### config.mk
export PLATFORM = sky130hd
export DESIGN_NAME = aqp_hctrl_scanner
export DESIGN_NICKNAME = d
export VERILOG_FILES = /design/src/rtl/aqp_hctrl_pkg.sv /design/src/rtl/aqp_hctrl_debounce.sv /design/src/rtl/aqp_hctrl_scanner.sv
export SDC_FILE = /design/constraint.sdc
export NUM_CORES = 1
export LEC_CHECK = 0
export ABC_AREA = 0
export CORE_ASPECT_RATIO = 1.2
export CORE_MARGIN = 10
export CORE_UTILIZATION = 50
export CTS_CLUSTER_DIAMETER = 60
export CTS_CLUSTER_SIZE = 20
export DETAILED_ROUTE_END_ITERATION = 7
export DONT_BUFFER_PORTS = 1
export PLACE_DENSITY_LB_ADDON = 0.15
export SKIP_LAST_GASP = 1
export SLEW_MARGIN = 15
export SYNTH_ARGS = -nofsm -noshare
export SYNTH_HDL_FRONTEND = slang
export SYNTH_HIERARCHICAL = 1
export SYNTH_SLANG_ARGS = --single-unit
export TNS_END_PERCENT = 10
### constraint.sdc
create_clock -name clk -period 2.5 [get_ports clk]
set_input_delay 0.25 -clock clk [delete_from_list [all_inputs] [get_ports clk]]
set_output_delay 0.25 -clock clk [all_outputs]
set_load 0.03 [all_outputs]
### src/rtl/aqp_hctrl_pkg.sv
// rtl/aqp_hctrl_pkg.sv - shared types and helpers for the hand-controller scanner
// Purpose: scan FSM state encoding, per-channel reset bit, counter width helper.
// Ports: none (package).
package aqp_hctrl_pkg;

    typedef enum logic [1:0] {
        IDLE  = 2'd0,
        LOAD  = 2'd1,
        SHIFT = 2'd2
    } hctrl_state_t;

    // Every channel bit resets to 1 (nothing pressed on an active-low pad).
    localparam logic CHAN_RESET_BIT = 1'b1;

    // Bits needed to hold any value in 0..max_val.
    function automatic int cnt_width(input int max_val);
        return (max_val < 2) ? 1 : $clog2(max_val + 1);
    endfunction

endpackage

### src/rtl/aqp_hctrl_debounce.sv
// rtl/aqp_hctrl_debounce.sv - per-channel multi-frame debounce and commit
// Purpose: tracks a candidate value and how many consecutive frames it has been
//          seen; commits it once it has been stable for DEBOUNCE_FRAMES frames.
// Ports: clk, reset       - clock, async active-high reset
//        capture, raw     - frame strobe and the freshly captured channel bits
//        value            - committed (debounced) channel value
//        changed          - pulse in the capture cycle when value is updated
module aqp_hctrl_debounce
    import aqp_hctrl_pkg::*;
#(
    parameter int WIDTH           = 8,
    parameter int DEBOUNCE_FRAMES = 2
) (
    input  logic             clk,
    input  logic             reset,
    input  logic             capture,
    input  logic [WIDTH-1:0] raw,
    output logic [WIDTH-1:0] value,
    output logic             changed
);

    localparam int               CW          = cnt_width(DEBOUNCE_FRAMES);
    localparam logic [CW-1:0]    CNT_MAX     = CW'(DEBOUNCE_FRAMES);
    localparam logic [WIDTH-1:0] RESET_VALUE = {WIDTH{CHAN_RESET_BIT}};

    logic [WIDTH-1:0] candidate;
    logic [WIDTH-1:0] next_candidate;
    logic [CW-1:0]    cnt;
    logic [CW-1:0]    next_cnt;

    // Counter saturates at DEBOUNCE_FRAMES so a long-held value never wraps.
    always_comb begin
        next_candidate = candidate;
        next_cnt       = cnt;
        if (raw == candidate) begin
            if (cnt != CNT_MAX) begin
                next_cnt = cnt + CW'(1);
            end
        end else begin
            next_candidate = raw;
            next_cnt       = CW'(1);
        end
    end

    // Re-committing the value already held is not a change.
    assign changed = capture && (next_cnt == CNT_MAX) && (next_candidate != value);

    always_ff @(posedge clk or posedge reset) begin
        if (reset) begin
            candidate <= RESET_VALUE;
            cnt       <= '0;
            value     <= RESET_VALUE;
        end else if (capture) begin
            candidate <= next_candidate;
            cnt       <= next_cnt;
            if (changed) begin
                value <= next_candidate;
            end
        end
    end

endmodule

### src/rtl/aqp_hctrl_scanner.sv
// rtl/aqp_hctrl_scanner.sv - serial hand-controller chain scanner with debounce
// Purpose: clocks a PISO shift-register chain, deserialises NUM_CTRL channels of
//          BITS_PER_CTRL bits, debounces them and flags committed changes.
// Ports: clk, reset                 - clock, async active-high reset
//        scan_en                    - keep scanning; 0 = finish frame then idle
//        irq_clr                    - clears change_irq
//        hctrl_clk, hctrl_load_n    - shift clock and load strobe to the chain
//        hctrl_data                 - serial data from the chain
//        ctrl_data                  - debounced channels, channel k at [k*B +: B]
//        frame_stb                  - one-cycle pulse per captured frame
//        change_irq                 - sticky change flag
module aqp_hctrl_scanner
    import aqp_hctrl_pkg::*;
#(
    parameter int NUM_CTRL        = 2,
    parameter int BITS_PER_CTRL   = 8,
    parameter int CLKDIV_LOG2     = 8,
    parameter int DEBOUNCE_FRAMES = 2
) (
    input  logic                              clk,
    input  logic                              reset,
    input  logic                              scan_en,
    input  logic                              irq_clr,
    output logic                              hctrl_clk,
    output logic                              hctrl_load_n,
    input  logic                              hctrl_data,
    output logic [NUM_CTRL*BITS_PER_CTRL-1:0] ctrl_data,
    output logic                              frame_stb,
    output logic                              change_irq
);

    localparam int             TOTAL    = NUM_CTRL * BITS_PER_CTRL;
    localparam int             BCW      = cnt_width(TOTAL - 1);
    localparam logic [BCW-1:0] LAST_BIT = BCW'(TOTAL - 1);

    logic [CLKDIV_LOG2-1:0] div_q;
    logic                   tick;
    hctrl_state_t           state_q;
    hctrl_state_t           state_d;
    logic [BCW-1:0]         bitcnt_q;
    logic [BCW-1:0]         bitcnt_d;
    // Only TOTAL-1 bits of history are kept: the final bit of a frame is taken
    // straight from hctrl_data on the capture tick.
    logic [TOTAL-2:0]       shift_q;
    logic [TOTAL-2:0]       shift_d;
    logic [TOTAL-1:0]       frame;
    logic                   capture;
    logic [NUM_CTRL-1:0]    changed;

    // Free-running divider; tick marks the falling edge of hctrl_clk, half a
    // period after the chain shifted, so the sampled bit is settled.
    always_ff @(posedge clk or posedge reset) begin
        if (reset) begin
            div_q <= '0;
        end else begin
            div_q <= div_q + CLKDIV_LOG2'(1);
        end
    end

    assign tick      = (div_q == '0);
    assign hctrl_clk = div_q[CLKDIV_LOG2-1];
    assign frame     = {shift_q, hctrl_data};

    always_comb begin
        state_d      = state_q;
        bitcnt_d     = bitcnt_q;
        shift_d      = shift_q;
        capture      = 1'b0;
        hctrl_load_n = 1'b1;
        case (state_q)
            IDLE: begin
                if (tick && scan_en) begin
                    state_d = LOAD;
                end
            end
            LOAD: begin
                hctrl_load_n = 1'b0;
                if (tick) begin
                    state_d  = SHIFT;
                    bitcnt_d = '0;
                end
            end
            SHIFT: begin
                if (tick) begin
                    shift_d = frame[TOTAL-2:0];
                    if (bitcnt_q == LAST_BIT) begin
                        capture  = 1'b1;
                        bitcnt_d = '0;
                        state_d  = scan_en ? LOAD : IDLE;
                    end else begin
                        bitcnt_d = bitcnt_q + BCW'(1);
                    end
                end
            end
            default: state_d = IDLE;
        endcase
    end

    always_ff @(posedge clk or posedge reset) begin
        if (reset) begin
            state_q  <= IDLE;
            bitcnt_q <= '0;
            shift_q  <= '0;
        end else begin
            state_q  <= state_d;
            bitcnt_q <= bitcnt_d;
            shift_q  <= shift_d;
        end
    end

    // Debouncers update on the same edge frame_stb rises, so the strobe and the
    // new ctrl_data appear together. Channel 0 is the last bits shifted in.
    for (genvar k = 0; k < NUM_CTRL; k++) begin : g_chan
        aqp_hctrl_debounce #(
            .WIDTH           (BITS_PER_CTRL),
            .DEBOUNCE_FRAMES (DEBOUNCE_FRAMES)
        ) u_debounce (
            .clk     (clk),
            .reset   (reset),
            .capture (capture),
            .raw     (frame[k*BITS_PER_CTRL +: BITS_PER_CTRL]),
            .value   (ctrl_data[k*BITS_PER_CTRL +: BITS_PER_CTRL]),
            .changed (changed[k])
        );
    end

    // A commit in the same cycle as irq_clr keeps the flag set.
    always_ff @(posedge clk or posedge reset) begin
        if (reset) begin
            frame_stb  <= 1'b0;
            change_irq <= 1'b0;
        end else begin
            frame_stb  <= capture;
            change_irq <= (|changed) | (change_irq & ~irq_clr);
        end
    end

endmodule

### Yosys cells after proc, flatten, opt, wreduce, memory -nomap -nowiden

Index checks and enable logic that the tools add are counted.
W data, S select, Z words.

* bits in registers: 67
* bits of input ports: 5
* output and inout bits: 20
* word-level logic and storage cells: 68

* add/subtract/negate cells: 4
* equal/unequal tests: 15
* mux-type cells: 20
* bitwise operators: 3
* reductions and logical operators: 14

Operators by type and width (count)
* $eq A8 B8 Y1: 2
* $mux W2: 8
* $mux W8: 2
* $ne A8 B8 Y1: 2
* $mux W4: 3
* $ne A2 B2 Y1 const B: 6
* $add A8 B1 Y8 const B: 1
* $logic_not A8 Y1: 1
* $pmux W4 S2: 1
* $eq A2 B2 Y1 const B: 3
* $pmux W2 S3: 1
* $reduce_and A2 Y1: 3
* $logic_and A1 B1 Y1: 5
* $mux W1: 5
* $add A2 B1 Y2 const B: 2
* $add A4 B1 Y4 const B: 1
* $eq A4 B4 Y1 const B: 1
* $reduce_and A4 Y1: 1
* $reduce_and A3 Y1: 1
* $eq A2 B1 Y1 const B: 1
* $logic_not A2 Y1: 1
* $reduce_bool A2 Y1: 1
* $reduce_or A2 Y1: 1
* $and A1 B1 Y1: 1
* 2 further kinds: 2

### Longest topological paths before layout

* depth in word-level cells: 8
* depth in mapped cells: 10
* depth with buffers taken out: 9

### Modules after synthesis

Netlist, hierarchy kept.

By module, submodules not included
* aqp_hctrl_debounce: instances 2, cells each 67, area an instance 922.1 um^2, seq. area each 470.5 um^2
* aqp_hctrl_scanner: instances 1, cells each 108, area an instance 1411.4 um^2, seq. area each 775.7 um^2

### Worst setup path before layout

Ideal clock, no wire load.

* path kind: register -> register
* start: reg div_q[0]
* end: reg g_chan[0].u_debounce.candidate[0]
* setup time: 0.082 ns
* arrival time: 2.582 ns
* required time: 2.418 ns
* setup slack: -0.165 ns
* stages on the path, launching flop included: 9
* path buffers: 2
* clock period less this slack: 2.665 ns
* cell sequence: dfrtp_1 > inv_1 > ha_1 > nor3b_2 > nand3_4 > buf_6 > nor2_1 > clkbuf_1 > mux2_2

* longest elaborated chain between the ends: 3

Ends and longest elaborated chain
* start, declared: line aqp_hctrl_scanner.sv:36 `logic [CLKDIV_LOG2-1:0] div_q;`
* start signal, assigned: line aqp_hctrl_scanner.sv:56 `div_q <= div_q + CLKDIV_LOG2'(1);`
* $logic_not A8 Y1: line aqp_hctrl_scanner.sv:60 `assign tick = (div_q == '0);`
* $mux W1: line aqp_hctrl_scanner.sv:84 `if (tick) begin`
* $mux W1: line aqp_hctrl_scanner.sv:70 `case (state_q)`
* via capture: line aqp_hctrl_scanner.sv:47 `logic capture;`
* end signal, assigned: line aqp_hctrl_debounce.sv:54 `candidate <= next_candidate;`
* end, declared: line aqp_hctrl_debounce.sv:26 `logic [WIDTH-1:0] candidate;`

The timed path passes the listed nets, and every way through them passes these cells.
A chain may end at the register's enable or synchronous reset.

### Worst setup path after layout

* start: reg div_q[0]
* end: reg g_chan[1].u_debounce.value[3]

* longest elaborated chain between the ends: 6

Ends and longest elaborated chain
* $logic_not A8 Y1 *: line aqp_hctrl_scanner.sv:60
* $mux W1 *: line aqp_hctrl_scanner.sv:84
* $mux W1 *: line aqp_hctrl_scanner.sv:70
* via capture: line aqp_hctrl_scanner.sv:47
* $logic_and A1 B1 Y1 (2 in series): line aqp_hctrl_debounce.sv:46 `assign changed = capture && (next_cnt == CNT_MAX) && (next_candidate != value);`
* $reduce_and A2 Y1 (no line) *
* end signal, assigned: line aqp_hctrl_debounce.sv:57 `value <= next_candidate;`
* end, declared: line aqp_hctrl_debounce.sv:18 `output logic [WIDTH-1:0] value,`

Mark *: on every way through the listed nets, which the timed path passes. The rest lies on a longest branch.

==> impl_metrics.tcl <==
set metrics [dict create \
    number_of_placed_instances_with_taps_included 332 \
    timing.hold.worst_path_depth 1 \
    route.detailed.wl_per_inst_um 16.91 \
    rr_startpoint "div_q[0]" \
    internal-power_w 0.001782 \
    core_footprint_mm2 0.006366 \
    ctsResizeCount 0 \
    post_cts.repair.setup_buffers 0 \
    clock_power_share 0.492 \
    drv.max_cap_violation_count 0 \
    timing.rr.end "g_chan[1].u_debounce/value[3]" \
    synth_top_area_cell "dfrtp_1" \
    synthArstFlopShare 1.000 \
    global_route.usage.met2 0.1912 \
    slew_headroom 0.5365 \
    grt_pass1_wl_um 9853 \
    grt_start_max_net_pins 19 \
    netSwitchingFraction 0.1946 \
    design_area_mm2 0.003667 \
    synth_seq_cells 67 \
    start_util 0.5114 \
    hold_start "hctrl_data" \
    global_route.usage.total 0.1259 \
    final_nets 270 \
    cells_taking_the_most_area_after_synthesis "dfrtp_1 27%, dfstp_2 26%, mux2_2 10%" \
    fillers 530 \
    die_x_um 93.66 \
    switchingPower_w 0.0004306 \
    min_period_over_period 0.8358 \
    leakagePower_nw 1.718 \
    fp.dieArea_mm2 0.01015 \
    hold-path-endpoint "g_chan[0].u_debounce/value[0]" \
    syn_area_mm2 0.003256 \
    use_met1 0.1464 \
    antenna_diode_instance_count 0 \
    worst-r2r-setup-slack_ps 410 \
    clock_latency_ps 340 \
    totalWireLength_um 5917 \
    buffers_added_on_ports 0 \
    utilization_after_layout 0.5761 \
    critPathRequiredTime_ps 2770 \
    post_synthesis_cell_count 242 \
    final-hold-violation-count 0 \
    fin_crit_ps 2089 \
    category_of_the_critical_setup_timing_path "reg -> reg" \
    cts.hold.buffers_added 2 \
    critPathArrivalTime_ps 2360 \
    grt_antenna_before_repair 0 \
    grt_pass1_vias 1911 \
    worst_setup_path_end_kind "flop" \
    flow.area_growth_from_synthesis_pct 12.64 \
    post-route-drc-count 0 \
    tritoncts.num_buffers 9 \
    gpl.final_weighted_congestion 0.7764 \
    top_level_ports 25 \
    library_cells_used_by_synthesis 34 \
    tns_ps 0 \
    number_of_synthesis_warnings 6 \
    seqPwrFrac 0.492 \
    gr-total-overflow 0 \
    vdd_drop_max_mv 0.3414 \
    yosysSeqAreaShare 0.5273 \
    gr-usage-met3 0.05409 \
    synth_flop_type "dfrtp_1" \
    ctsHtreeMaxLevel 3 \
    dp.final_hpwl_um 4155 \
    skew_ps 8.972 \
    path_clk_slew_ps 70 \
    placement.cell_area_mm2 0.003406 \
    finalSetupViolCount 0 \
    worstMarginPinSlew_ps 694.4 \
    detail_route_antenna_nets 0 \
    syn_nets 252 \
    power_density_mw_per_mm2 603.3 \
    max-clock-path-buffers 2 \
    max_clock_freq_ghz 0.4786 \
    floorplan.die.height_um 108.4 \
    r2r_cells 7 \
    final.hold.worst_slack_ps 53.21 \
    synth_enable_flop_cells 0 \
    avgSynthCellArea_um2 13.45 \
    rows 32 \
    vias 1889 \
    drt-initial-drc-count 41 \
    ctsRootBufferMaster "clkbuf_8" \
    rsz0062_at_grt "no" \
    vias_per_cell 5.397 \
    final_layout_size_suffix_gt1_frac 0.4151 \
    clock_tree_from_tritoncts "done" \
    maxSlewViolCount 0 \
    status "completed" \
    timing.hold.worst.class "in -> reg" \
    synth_top_area_share 0.2690 \
    cts.sink_count 67 \
    detail_route.first_pass.iterations 4 \
    combPwrFrac 0.016 \
    critPathLaunchType "flop" \
    final-instance-count-excl-fill 350 \
    critical_path_peak_fanout 9 \
    grt_most_used_layer "met2" \
]
synth_stat cells, types with 4 or more instances:
master	number
dfrtp_1	35
dfstp_2	32
mux2_2	29
xnor2_1	20
mux2_4	18
xor2_1	18
inv_1	15
nand4_1	10
o21ai_0	7
nand3_1	6
ha_1	5
nor2_1	5
nor2b_1	4
nor4_1	4
o211ai_1	4
cell usage in the layout, fill, tap and decap left out, drive strengths merged, types with 3 or more instances in the layout:
cell type / count
mux2: 47
dfrtp: 35
dfstp: 32
xnor2: 20
xor2: 18
inv: 15
nand4: 12
clkbuf: 11
buf: 8
o21ai: 7
nand3: 7
ha: 5
nor2: 5
nor4: 5
nor2b: 4
o211ai: 4
and2: 3
and3: 3
nand2: 3
bufinv: 3
a21oi: 3
cell families (layout without fill, tap and decap cells):
group           count (synthesis)  in the layout  synth area share
mux                            47             47            0.1833
simple gates                   47             47            0.1026
compound gates                 20             20           0.04227
xor+xnor                       38             38            0.1022
flops                          67             67            0.5273
buf+inv                        18             41           0.02306
fa+ha+maj                       5              5           0.01922
registers in the layout, indices dropped and copies added (netlist names):
| name | count |
|---|---|
| frame_stb | 1 |
| g_chan.u_debounce/value | 16 |
| div_q | 8 |
| state_q | 2 |
| shift_q | 15 |
| bitcnt_q | 4 |
| change_irq | 1 |
| g_chan.u_debounce/cnt | 4 |
| g_chan.u_debounce/candidate | 16 |
power by group through the flow:
stage | Clock [W] | Combinational, W | Sequential [W]
after detailed placement | 0 | 0.0000337 | 0.00111
after floorplan | 0 | 0.0000234 | 0.00111
after global routing | 0.00116 | 0.0000400 | 0.00109
after global placement | 0 | 0.0000333 | 0.00111
final | 0.00109 | 0.0000344 | 0.00109
after CTS | 0.00112 | 0.0000371 | 0.00109
worst max-delay path, cell delays in order, from the launching register on:
cell and delay [ps]:
dfrtp_1 410, inv_1 90, ha_1 130, nor3b_2 270, nand3_4 100, nor2_2 360, nand4_4 290, mux2_4 370
how the worst max path moves through the flow:
stage	start	to	depth (start not counted)	slack [ps]
2_1_floorplan	div_q[0]	g_chan[0].u_debounce/candidate[0]	8	20
3_3_place_gp	g_chan[1].u_debounce/value[7]	g_chan[1].u_debounce/value[6]	5	450
3_5_place_dp	div_q[0]	g_chan[1].u_debounce/value[4]	7	380
4_1_cts	div_q[0]	g_chan[1].u_debounce/value[4]	7	360
5_1_grt	div_q[0]	g_chan[1].u_debounce/value[3]	7	230
6_report	div_q[0]	g_chan[1].u_debounce/value[3]	7	410
per-layer routing:
layer  vias to the layer above  wire [um]  share of wire
met2                        34       2759           0.47
met3                        12        400          0.068
met4                         0        153          0.026
met1                       958       2604           0.44
li1                        885          -              -
met5                         -          0              0
stage by stage:
| stage | setup WS [ps] | total power, W |
|---|---|---|
| 2_1_floorplan | 16.12 | 0.001130 |
| 3_3_place_gp | 454.3 | 0.001141 |
| 3_5_place_dp | 383.1 | 0.001141 |
| 4_1_cts | 358.4 | 0.002244 |
| 5_1_grt | 228.7 | 0.002291 |
| 6_report | 410.6 | 0.002213 |
cell type report:
cell class / count / area [um^2] / area share
flip-flops and latches: 67 / 1717 / 0.4681
multi-input cells: 157 / 1466 / 0.3999
clock buffers: 11 / 141.4 / 0.03855
well taps: 85 / 106.4 / 0.02900
clock inverters: 5 / 100.1 / 0.02729
repair buffers: 10 / 80.08 / 0.02184
inverters: 15 / 56.30 / 0.01535
Note: power is estimated with default switching activity, not from simulation.
